<file path="src/rtl/fifo_pkg.sv">
// Shared helpers for the parametrised FIFO family.
package fifo_pkg;

    // Index width of the storage array; pointers carry one extra wrap bit.
    function automatic int addr_w(input int depth);
        return (depth > 1) ? $clog2(depth) : 1;
    endfunction

endpackage

</file>
<file path="src/rtl/fifo_mem.sv">
// Simple dual-port storage: synchronous write, asynchronous read, contents never reset.
module fifo_mem #(
    parameter int DATA_W = 8,
    parameter int DEPTH  = 32,
    parameter int AW     = 5
) (
    input  logic              clk_i,
    input  logic              we,
    input  logic [AW-1:0]     waddr,
    input  logic [DATA_W-1:0] wdata,
    input  logic [AW-1:0]     raddr,
    output logic [DATA_W-1:0] rdata
);

    logic [DATA_W-1:0] mem [DEPTH];

    always_ff @(posedge clk_i) begin
        if (we) begin
            mem[waddr] <= wdata;
        end
    end

    assign rdata = mem[raddr];

endmodule

</file>
<file path="src/rtl/param_fifo.sv">
// Single-clock FIFO with selectable registered/FWFT read, fill count, thresholds,
// sticky overflow/underflow, synchronous flush and write-through when full.
module param_fifo
    import fifo_pkg::*;
#(
    parameter int DATA_W    = 8,
    parameter int DEPTH     = 32,
    parameter int FWFT      = 0,
    parameter int AFULL_TH  = 28,
    parameter int AEMPTY_TH = 4
) (
    input  logic                    clk_i,
    input  logic                    rst_ni,
    input  logic                    clr_i,
    input  logic                    wr_i,
    input  logic [DATA_W-1:0]       data_i,
    input  logic                    rd_i,
    output logic [DATA_W-1:0]       data_o,
    output logic                    valid_o,
    output logic                    full_o,
    output logic                    empty_o,
    output logic                    almost_full_o,
    output logic                    almost_empty_o,
    output logic [addr_w(DEPTH):0]  count_o,
    output logic                    overflow_o,
    output logic                    underflow_o
);

    localparam int AW = addr_w(DEPTH);
    localparam logic [AW:0] DEPTH_C   = (AW+1)'(DEPTH);
    localparam logic [AW:0] AFULL_C   = (AW+1)'(AFULL_TH);
    localparam logic [AW:0] AEMPTY_C  = (AW+1)'(AEMPTY_TH);
    localparam logic [AW:0] PTR_ONE   = (AW+1)'(1);

    logic [AW:0]       wr_ptr_reg;
    logic [AW:0]       rd_ptr_reg;
    logic [AW:0]       count;
    logic              full;
    logic              empty;
    logic              rd_acc;
    logic              wr_acc;
    logic              overflow_reg;
    logic              underflow_reg;
    logic [DATA_W-1:0] mem_rdata;

    // Modular difference of the wrap-bit pointers gives occupancy directly.
    assign count = wr_ptr_reg - rd_ptr_reg;
    assign full  = (count == DEPTH_C);
    assign empty = (count == '0);

    assign rd_acc = rd_i & ~empty;
    assign wr_acc = wr_i & (~full | rd_acc);

    assign count_o        = count;
    assign full_o         = full;
    assign empty_o        = empty;
    assign almost_full_o  = (count >= AFULL_C);
    assign almost_empty_o = (count <= AEMPTY_C);
    assign overflow_o     = overflow_reg;
    assign underflow_o    = underflow_reg;

    always_ff @(posedge clk_i or negedge rst_ni) begin
        if (!rst_ni) begin
            wr_ptr_reg    <= '0;
            rd_ptr_reg    <= '0;
            overflow_reg  <= 1'b0;
            underflow_reg <= 1'b0;
        end else if (clr_i) begin
            wr_ptr_reg    <= '0;
            rd_ptr_reg    <= '0;
            overflow_reg  <= 1'b0;
            underflow_reg <= 1'b0;
        end else begin
            if (wr_acc) begin
                wr_ptr_reg <= wr_ptr_reg + PTR_ONE;
            end
            if (rd_acc) begin
                rd_ptr_reg <= rd_ptr_reg + PTR_ONE;
            end
            if (wr_i & ~wr_acc) begin
                overflow_reg <= 1'b1;
            end
            if (rd_i & empty) begin
                underflow_reg <= 1'b1;
            end
        end
    end

    // When full, waddr equals raddr; the async read still returns the old head this cycle.
    fifo_mem #(
        .DATA_W (DATA_W),
        .DEPTH  (DEPTH),
        .AW     (AW)
    ) u_mem (
        .clk_i (clk_i),
        .we    (wr_acc & ~clr_i),
        .waddr (wr_ptr_reg[AW-1:0]),
        .wdata (data_i),
        .raddr (rd_ptr_reg[AW-1:0]),
        .rdata (mem_rdata)
    );

    generate
        if (FWFT == 0) begin : g_reg_read
            logic [DATA_W-1:0] data_reg;
            logic              valid_reg;

            always_ff @(posedge clk_i or negedge rst_ni) begin
                if (!rst_ni) begin
                    data_reg  <= '0;
                    valid_reg <= 1'b0;
                end else if (clr_i) begin
                    valid_reg <= 1'b0;
                end else if (rd_acc) begin
                    data_reg  <= mem_rdata;
                    valid_reg <= 1'b1;
                end else begin
                    valid_reg <= 1'b0;
                end
            end

            assign data_o  = data_reg;
            assign valid_o = valid_reg;
        end else begin : g_fwft
            assign data_o  = mem_rdata;
            assign valid_o = ~empty;
        end
    endgenerate

endmodule

</file>
<file path="config.mk">
export PLATFORM = sky130hd
export DESIGN_NAME = param_fifo
export DESIGN_NICKNAME = d
export VERILOG_FILES = /design/src/rtl/fifo_pkg.sv /design/src/rtl/fifo_mem.sv /design/src/rtl/param_fifo.sv
export SDC_FILE = /design/constraint.sdc
export NUM_CORES = 1
export LEC_CHECK = 0
export ABC_CLOCK_PERIOD_IN_PS = 4800
export CELL_PAD_IN_SITES_DETAIL_PLACEMENT = 1
export CELL_PAD_IN_SITES_GLOBAL_PLACEMENT = 2
export CORE_MARGIN = 2
export CORE_UTILIZATION = 47
export DETAILED_ROUTE_END_ITERATION = 16
export GPL_TIMING_DRIVEN = 0
export PLACE_DENSITY = 0.91
export SYNTH_ARGS = -nofsm -noshare
export SYNTH_HDL_FRONTEND = slang
export SYNTH_SLANG_ARGS = --single-unit
</file>
<file path="constraint.sdc">
create_clock -name clk_i -period 4.8 [get_ports clk_i]
set_input_delay 1.2 -clock clk_i [delete_from_list [all_inputs] [get_ports clk_i]]
set_output_delay 1.2 -clock clk_i [all_outputs]
set_load 0.005 [all_outputs]
</file>
==> flow_summary.toml <==
[run_status]
status = "finished, final reports clean"

[final_layout]
final_nets = 763
fin_area_um2 = 13300
antenna_cells = 0
drive_above_1_share = 0.190
largest_reg_flops = 256
fill_cells = 2231
fin_util = 0.550
seq_area_um2 = 8260
largest_register = "u_mem.mem"
instances_no_fill = 1082
area_delta_synth_final_pct = 15.1
multi_input_area_um2 = 3110

[die]
fp.coreArea_um2 = 24200
rows = 57
die_y_um = 161
dieArea_um2 = 25900
pin_count = 34
initial_core_util = 0.478
dieWidth_um = 161

[yosys]
synth_cell_types = 48
synth_edf_count = 256
yosysTopAreaCell = "edfxtp_1"
ys_async_sr_fraction = 0.0824
synthMostInstantiatedCell = "edfxtp_1"
synthTopCellsByArea = "edfxtp_1, mux4_2, dfrtp_1"
syn_nets = 696
ys_ff_latch = 279
dominantRegCellSynth = "edfxtp_1"
ys_seq_area_frac = 0.713
synth.top_cell.area_share = 0.663
synth_commonest_cells = "edfxtp_1, mux4_2, mux2i_1"
yosys_warnings = 0
netlist_instances = 672
syn_avg_cell_area_um2 = 17.2
synth.cell_area_um2 = 11600

[power_and_ir_drop]
p_leak_nw = 4.30
vdd.ir_drop.worst_v = 0.000333
powerDensity_nw_per_um2 = 485

[critical_path]
rr_worst_depth = 13
critPathLaunchType = "flip-flop"
cp_max_fo = 10
end_kind = "output port"
r2r_end = "u_mem.mem[3][1]$_DFFE_PP_"
r2r_slack_ns = 0.50
crit_required_ns = 3.60
crit_type = "flip-flop to output port"
rr_startpoint = "rd_ptr_reg[1]$_DFFE_PN0P_"
arrival_ns = 3.45

[detailed_routing]
ant_nets = 0
drtPass1Iterations = 5
wl_um = 30500
drc = 0
via_count = 6604
drtIter0Drc = 547
wl_per_cell_um = 28.2
via_per_inst = 6.10

[flow_run]
max_cap_violations = 0

[sta]
setup_viol = 0
slew_headroom = 0.0787
fin_hold_ws_ns = 0.510
fin_crit_sh = 0.969
finClkSkew_ns = 0.0176
finalCriticalPeriod_ns = 4.65
max_freq_ghz = 0.215
final_max_slew_viol_count = 0
worst_pin_slew_ns = 1.38
final.setup.tns_ns = 0
hold_violations = 0

[placed_design]
dp_cells = 1030
dp_hpwl_um = 20100
portBuffers = 33
gp_congestion = 0.894
placed_cell_area_um2 = 12300

[clock_tree]
path_clk_slew_ns = 0.06
clock-root-buffer = "clkbuf_16"
clock_sinks = 279
cts_tree = "done"
clockBufferDepth = 3
cts_buffers = 29
h-tree-depth = 1
clkLatencyLatePin_ns = 0.56
cts_hold_buf = 0

[hold_path]
hold_depth = 1
hp-start = "data_o[1]$_DFFE_PN0P_"
hold_end = "data_o[1]$_DFFE_PN0P_"
hold_class = "flip-flop to flip-flop"

[global_routing]
antenna_found_initial = 0
grt_pass1_wl_um = 45700
grt_max_degree = 33
grt.overflow.total = 0
grt.total_usage = 0.240
grt_pass1_vias = 7041
-- metrics by stage --
step	worst slack, ns	power (mW)
floorplan	0.954	3.74
global placement	-0.230	4.28
detailed placement	-0.509	4.35
CTS	0.0316	6.46
global route	-0.00818	6.69
finish	0.150	6.47
-- power breakdown --
group          switching, mW  internal [mW]
sequential            0.0429           2.72
combinational          0.874          0.713
clock                  0.914           1.21
total                   1.83           4.64
-- critical path, stage by stage (launching register included) --
cell and delay [ns]:
dfrtp_1 0.40, clkbuf_4 0.25, clkbuf_8 0.24, inv_1 0.10, ha_1 0.28, nand2b_1 0.09
a21oi_1 0.16, xor2_1 0.54, nor3_4 0.17, and2_1 0.21, clkdlybuf4s50_1 0.44
-- kinds of logic (layout without fill, tap and decap cells) --
kind of cell,after synthesis,after routing,synth area share
DFF,279,279,0.713
and+or+nand+nor,115,115,0.0498
AOI/OAI and AO/OA,103,103,0.0652
muxes,95,95,0.131
buffers and inverters,65,151,0.0257
adders and majority gates,11,11,0.0125
xor gates and xnor gates,4,4,0.00302
-- cell usage in the layout (no fill, tap or decap), types with 4 or more instances in the layout --
cell / instances
edfxtp_1: 256
mux4_2: 44
mux2i_1: 40
nor2_1: 32
clkbuf_16: 29
clkdlybuf4s50_1: 29
nor3_1: 27
a21oi_1: 26
dfrtp_1: 22
inv_1: 20
clkbuf_1: 15
o211ai_1: 14
buf_2: 13
a22oi_1: 12
nand2b_1: 11
nor3_2: 10
a221oi_1: 10
mux2_2: 10
ha_1: 10
clkinv_1: 9
o21ai_0: 7
buf_1: 7
nand3_1: 7
buf_4: 7
nand2_1: 6
a221o_1: 6
nor2b_1: 5
clkinv_2: 5
clkbuf_4: 4
and2_1: 4
buf_6: 4
a211oi_1: 4
a31oi_1: 4
-- layout make-up --
type                            count  share of cell area
Buffer                             37              0.0155
Clock buffer                       33              0.0555
Clock inverter                     17              0.0107
Inverter                           23             0.00703
Multi-Input combinational cell    328               0.233
Sequential cell                   279               0.619
Tap cell                          324              0.0304
Timing Repair Buffer               41              0.0286
-- layer usage --
metal	track usage	share of wire	up-vias
met4	0.0800	0.031	0
li1	-	-	2823
met3	0.0347	0.057	57
met2	0.415	0.51	267
met1	0.315	0.40	3457
met5	0	0	-
-- how the worst max path moves through the flow --
| stage | depth (start not counted) | to | start | slack, ns |
|---|---|---|---|---|
| floorplan | 11 | almost_empty_o | rd_ptr_reg[1]$_DFFE_PN0P_ | 0.95 |
| global placement | 12 | almost_empty_o | rd_ptr_reg[1]$_DFFE_PN0P_ | -0.23 |
| detailed placement | 12 | almost_empty_o | rd_ptr_reg[1]$_DFFE_PN0P_ | -0.51 |
| CTS | 9 | empty_o | wr_ptr_reg[0]$_DFFE_PN0P_ | 0.03 |
| global route | 9 | empty_o | wr_ptr_reg[0]$_DFFE_PN0P_ | -0.008 |
| finish | 10 | empty_o | rd_ptr_reg[1]$_DFFE_PN0P_ | 0.15 |
-- repair_timing --
item / in CTS / in global routing
endpoints found under the hold margin: 0 / 0
setup buffers: 2 / 1
resized for setup: 11 / 3
pin swaps: 0 / 2
endpoints found under the setup margin: 223 / 4
Note: power is estimated with default switching activity, not from simulation.
